[src/rtl/pulse_meter_if.sv]
// Measurement port of pulse_meter: one period/high-time pair offered under valid/ready.
// valid/ready: a pair moves on every edge where meas_valid & meas_ready are both 1;
// while meas_valid=1 and meas_ready=0 the producer holds meas_period/meas_high stable.
interface pulse_meter_if #(
   parameter int CNT_W = 32
);
   logic [CNT_W-1:0] meas_period;
   logic [CNT_W-1:0] meas_high;
   logic             meas_valid;
   logic             meas_ready;

   modport master (
      output meas_period,
      output meas_high,
      output meas_valid,
      input  meas_ready
   );

   modport slave (
      input  meas_period,
      input  meas_high,
      input  meas_valid,
      output meas_ready
   );
endinterface

[src/rtl/pulse_meter.sv]
// Rise/fall strobes plus period and high-time measurement of a filtered level,
// with a loss-of-signal watchdog that drops lock when rising edges stop.
module pulse_meter #(
   parameter int CNT_W   = 32,
   parameter int TIMEOUT = 0
) (
   input  logic             clk,
   input  logic             rst,
   input  logic             clean,
   output logic             rise_pulse,
   output logic             fall_pulse,
   output logic             overrun,
   output logic             locked,
   output logic             timeout_pulse,
   output logic             dbg_state,
   pulse_meter_if.master    m_if
);

   typedef enum logic {
      S_WAIT_RISE = 1'b0,
      S_RUN       = 1'b1
   } state_t;

   localparam logic [CNT_W-1:0] CNT_MAX = {CNT_W{1'b1}};
   localparam logic [CNT_W-1:0] TO_VAL  = CNT_W'(TIMEOUT);
   localparam bit               WD_EN   = (TIMEOUT != 0);

   state_t           r_state;
   logic [CNT_W-1:0] r_cnt;
   logic [CNT_W-1:0] r_high_hold;
   logic             r_clean_d;
   logic             r_armed;

   logic             w_rise;
   logic             w_fall;
   logic             w_xfer;
   logic             w_room;
   logic             w_wd_hit;
   logic [CNT_W-1:0] w_cnt_inc;

   // armed masks the very first sample so a level already high at reset release is not a rise
   assign w_rise    = r_armed & clean & ~r_clean_d;
   assign w_fall    = r_armed & ~clean & r_clean_d;
   assign w_xfer    = m_if.meas_valid & m_if.meas_ready;
   assign w_room    = ~m_if.meas_valid | m_if.meas_ready;
   assign w_wd_hit  = WD_EN && (r_cnt == TO_VAL);
   assign w_cnt_inc = (r_cnt == CNT_MAX) ? r_cnt : r_cnt + CNT_W'(1);
   assign dbg_state = r_state;

   always_ff @(posedge clk or posedge rst) begin
      if (rst) begin
         r_state          <= S_WAIT_RISE;
         r_cnt            <= '0;
         r_high_hold      <= '0;
         r_clean_d        <= 1'b0;
         r_armed          <= 1'b0;
         rise_pulse       <= 1'b0;
         fall_pulse       <= 1'b0;
         overrun          <= 1'b0;
         locked           <= 1'b0;
         timeout_pulse    <= 1'b0;
         m_if.meas_period <= '0;
         m_if.meas_high   <= '0;
         m_if.meas_valid  <= 1'b0;
      end else begin
         r_clean_d     <= clean;
         r_armed       <= 1'b1;
         rise_pulse    <= w_rise;
         fall_pulse    <= w_fall;
         timeout_pulse <= 1'b0;

         // accepted transfer; a capture below in the same cycle overrides these
         if (w_xfer) begin
            m_if.meas_valid <= 1'b0;
            overrun         <= 1'b0;
         end

         case (r_state)
            S_WAIT_RISE: begin
               r_cnt <= '0;
               if (w_rise) begin
                  r_state <= S_RUN;
                  locked  <= 1'b1;
                  r_cnt   <= CNT_W'(1);
               end
            end

            S_RUN: begin
               if (w_fall) begin
                  r_high_hold <= r_cnt;
               end
               if (w_rise) begin
                  r_cnt <= CNT_W'(1);
                  if (w_room) begin
                     m_if.meas_period <= r_cnt;
                     m_if.meas_high   <= r_high_hold;
                     m_if.meas_valid  <= 1'b1;
                  end else begin
                     overrun <= 1'b1;
                  end
               end else if (w_wd_hit) begin
                  timeout_pulse <= 1'b1;
                  r_state       <= S_WAIT_RISE;
                  locked        <= 1'b0;
                  r_cnt         <= '0;
               end else begin
                  r_cnt <= w_cnt_inc;
               end
            end

            default: begin
               r_state <= S_WAIT_RISE;
               locked  <= 1'b0;
               r_cnt   <= '0;
            end
         endcase
      end
   end

endmodule

[src/flat_wrapper.sv]
// flat-port wrapper written by rule: the top's interface ports become plain ports
module pulse_meter_flat 
#(
   parameter int CNT_W   = 32,
   parameter int TIMEOUT = 0
)
  (clk, rst, clean, rise_pulse, fall_pulse, overrun, locked, timeout_pulse, dbg_state, m_if_meas_period, m_if_meas_high, m_if_meas_valid, m_if_meas_ready);
  pulse_meter_if #(.CNT_W(CNT_W)) m_if_i ();
  input  logic clk;
  input  logic rst;
  input  logic clean;
  output logic rise_pulse;
  output logic fall_pulse;
  output logic overrun;
  output logic locked;
  output logic timeout_pulse;
  output logic dbg_state;
  output wire logic [$bits(m_if_i.meas_period)-1:0] m_if_meas_period;
  output wire logic [$bits(m_if_i.meas_high)-1:0] m_if_meas_high;
  output wire logic [$bits(m_if_i.meas_valid)-1:0] m_if_meas_valid;
  input wire logic [$bits(m_if_i.meas_ready)-1:0] m_if_meas_ready;
  assign m_if_meas_period = m_if_i.meas_period;
  assign m_if_meas_high = m_if_i.meas_high;
  assign m_if_meas_valid = m_if_i.meas_valid;
  assign m_if_i.meas_ready = m_if_meas_ready;
  pulse_meter #(.CNT_W(CNT_W), .TIMEOUT(TIMEOUT)) u_core (.clk(clk), .rst(rst), .clean(clean), .rise_pulse(rise_pulse), .fall_pulse(fall_pulse), .overrun(overrun), .locked(locked), .timeout_pulse(timeout_pulse), .dbg_state(dbg_state), .m_if(m_if_i));
endmodule
[config.mk]
export PLATFORM = sky130hd
export DESIGN_NAME = pulse_meter_flat
export DESIGN_NICKNAME = d
export VERILOG_FILES = /design/src/rtl/pulse_meter_if.sv /design/src/rtl/pulse_meter.sv /design/src/flat_wrapper.sv
export SDC_FILE = /design/constraint.sdc
export NUM_CORES = 1
export LEC_CHECK = 0
export CORE_MARGIN = 10
export CORE_UTILIZATION = 25
export DETAILED_ROUTE_END_ITERATION = 8
export SYNTH_ARGS = -nofsm -noshare
export SYNTH_HDL_FRONTEND = slang
export SYNTH_SLANG_ARGS = --single-unit
[constraint.sdc]
create_clock -name clk -period 4.62 [get_ports clk]
set_clock_uncertainty 0.05 [all_clocks]
set_input_delay 0.462 -clock clk [delete_from_list [all_inputs] [get_ports clk]]
set_output_delay 0.462 -clock clk [all_outputs]
set_load 0.01 [all_outputs]
==> results.cfg <==
[place]
gp_congestion = 0.782
post-dp-hpwl_mm = 8.42
placed_cells = 754
port_buffers = 73

[timing]
finalHoldViolCount = 0
setup_tns_ns = 0
drv_slew = 0
worst_pin_slew_ns = 0.975
period_share_pct = 57.3
fmax_mhz = 378
period_needed_ns = 2.65
rsz0062_at_grt = no
slew-limit-headroom_pct = 35.0
setup_viol = 0

[synthesis]
synth_edf_count = 0
ys_seq_elements = 136
synth_fp_nets = 423
async_reset_ff_share_pct = 100
seq_area_frac_synth_pct = 60.4
syn_inst = 418
yosysWarnings = 0
yosys.area.top_type = dfrtp_1
synth_top_area_share_pct = 60.4
synth.area.top_cells = dfrtp_1 (60%), mux2_2 (16%), mux2_1 (2.8%)
yosysUniqueCellTypes = 43
postSynthAreaPerCell_um2 = 13.5
synth_area_um2 = 5630
synth-main-ff-cell = dfrtp_1

[power_and_ir_drop]
p_clk_share_pct = 48.8
p_leak_nw = 3.24
p_int_mw = 2.47
total_power_mw = 3.15
switching_share_pct = 21.8
powerDensity_nw_per_um2 = 430
p_seq_share_pct = 42.7
pwr-share-comb_pct = 8.6
worst_ir_drop_vdd_v = 0.000245
netSwitchingPower_mw = 0.687

[floorplanning]
die_y_um = 170
pin_count = 75
fp-row-count = 54
dieArea_um2 = 28900
start_util_pct = 25.6
coreArea_um2 = 22000
chipWidth_um = 170

[grt]
grt_usage_pct = 8.95
grt.overflow.total = 0
grt_pass1_wl_mm = 20.3
antenna_found_initial = 0
grt_max_degree = 109
grt_pass1_vias = 3645

[layout]
diodes = 0
syn_to_final_growth_pct = 30.1
layout_commonest_cell = dfrtp_1
drive_above_1_share_pct = 26.5
fin_cells = 786
utilization_pct = 33.4
finalNetCount = 498
mostFrequentLayoutCells = dfrtp_1 (136), mux2_2 (79), clkdlybuf4s50_1 (73), a21oi_1 (20), nand2_1 (18)

[cts]
clkTransAtPathRegs_ns = 0.06
cts_setup_buffers = 0
cts_tree = built
clockRootBuffer = clkbuf_16
clockBufferDepth = 2
cts_resized = 0
cts.htree.levels = 4
cts_buffers = 17
cts.sinks = 136
clk_latency_ns = 0.41
cts-hold-fix-buffers = 0

[critical_path]
rr_endpoint = u_core.r_cnt[26]
rrSetupSlack_ns = 1.97
r2r_start = u_core.r_cnt[5]
crit_path_end = u_core.r_cnt[26]
worstSetupPathType = reg2reg
ff2ff_path_depth = 5
crit_path_start = u_core.r_cnt[5]
critPathMaxFanout = 24
crit_chain = nand4_4 -> or4_1 -> nor4_4 -> nand2_2 -> a21oi_1
cp-start-kind = flop
endpoint_kind = flop
cp_data_arrival_time_ns = 2.92
required_ns = 4.89
cp_slowest_cell = or4_1
slowest_delay_ns = 0.81

[flow_run]
maxCapViolations = 0

[drt]
drt_iter0_markers = 183
num_vias = 3470
wl_per_cell_um = 15.9
drc_errors = 0
firstDrtPassIters = 4
drt_wl_total_mm = 12.5
viasPerCell = 4.41
ant_nets = 0

[run_status]
outcome = complete, no violations

[worst_hold_path]
hold_class = reg2reg
-- stage by stage --
step	cell area [um2]	setup WS (ns)	hold WS [ns]
floorplan	5630	0.469	0.394
global placement	6650	1.90	0.409
detailed placement	6650	1.81	0.421
CTS	7330	1.96	0.434
global route	7330	1.77	0.454
finish	7330	1.97	0.431
-- state kept, by name, summed over array words and instances, names as in the netlist --
register,count
u_core.rise_pulse,1
u_core.dbg_state,1
u_core.locked,1
u_core.r_clean_d,1
u_core.r_armed,1
u_core.overrun,1
u_core.m_if.meas_period,32
u_core.r_cnt,32
u_core.r_high_hold,32
u_core.m_if.meas_valid,1
u_core.fall_pulse,1
u_core.m_if.meas_high,32
-- logic make-up (layout without fill, tap and decap cells) --
| logic type | Yosys count | after routing | synth area share, % |
|---|---|---|---|
| flops | 136 | 136 | 60.4 |
| mux | 95 | 95 | 19.0 |
| simple gates | 86 | 86 | 9.29 |
| compound gates | 44 | 44 | 4.67 |
| buf+inv | 30 | 118 | 2.56 |
| xor+xnor | 24 | 24 | 3.73 |
| other cells | 2 | 2 | 0.133 |
| fa+ha+maj | 1 | 1 | 0.222 |
-- routing by layer --
layer	vias up	share of wire [%]	wire length, um	global-route usage [%]
li1	1639	-	-	-
met1	1754	45	5590	10.9
met2	67	48	5930	14.0
met3	10	6.6	823	3.91
met4	0	1.0	125	2.75
met5	-	0	0	0
-- worst max-delay path: cells and delay by family, from the launching register on --
family / cells / cell delay (ns)
AOI/OAI and AO/OA: 1 / 0.29
DFF: 1 / 0.50
and+or+nand+nor: 4 / 1.71
-- layout make-up --
type	instances	area [um2]
tap	280	350
multi-input combinational	252	2090
timing repair buffer	77	761
fill	2144	14600
inverter	9	38.8
sequential	136	3400
clock buffer	21	460
clock inverter	11	219
-- worst min path at each step --
stage / start / endpoint / slack (ns) / depth (start not counted)
5_1_grt: u_core.m_if.meas_high[5] / u_core.m_if.meas_high[5] / 0.45 / 1
4_1_cts: u_core.r_high_hold[8] / u_core.r_high_hold[8] / 0.43 / 2
3_5_place_dp: u_core.r_high_hold[8] / u_core.r_high_hold[8] / 0.42 / 2
6_report: u_core.m_if.meas_high[7] / u_core.m_if.meas_high[7] / 0.43 / 1
3_3_place_gp: u_core.r_high_hold[8] / u_core.r_high_hold[8] / 0.41 / 2
2_1_floorplan: u_core.r_high_hold[25] / u_core.r_high_hold[25] / 0.39 / 2
-- synth_stat cells (all sizes together), types with 2 or more instances --
library cell / number
dfrtp: 136
and4: 4
o21ai: 10
nand4: 9
nor4: 10
inv: 9
nand3: 16
nand2: 19
nor3: 4
or2: 2
nand2b: 2
mux2: 93
nor2: 10
conb: 2
xor2: 10
clkbuf: 10
buf: 11
mux2i: 2
and3: 3
nor2b: 2
or3: 2
xnor2: 14
a21oi: 29
-- power groups by stage --
stage	logic [mW]	clock network, mW	registers (mW)
final	0.270	1.54	1.35
after global routing	0.298	1.65	1.36
after CTS	0.280	1.58	1.35
after detailed placement	0.280	0	1.37
after global placement	0.272	0	1.36
after floorplan	0.139	0	1.36
Power figures use the tool's default switching activity.
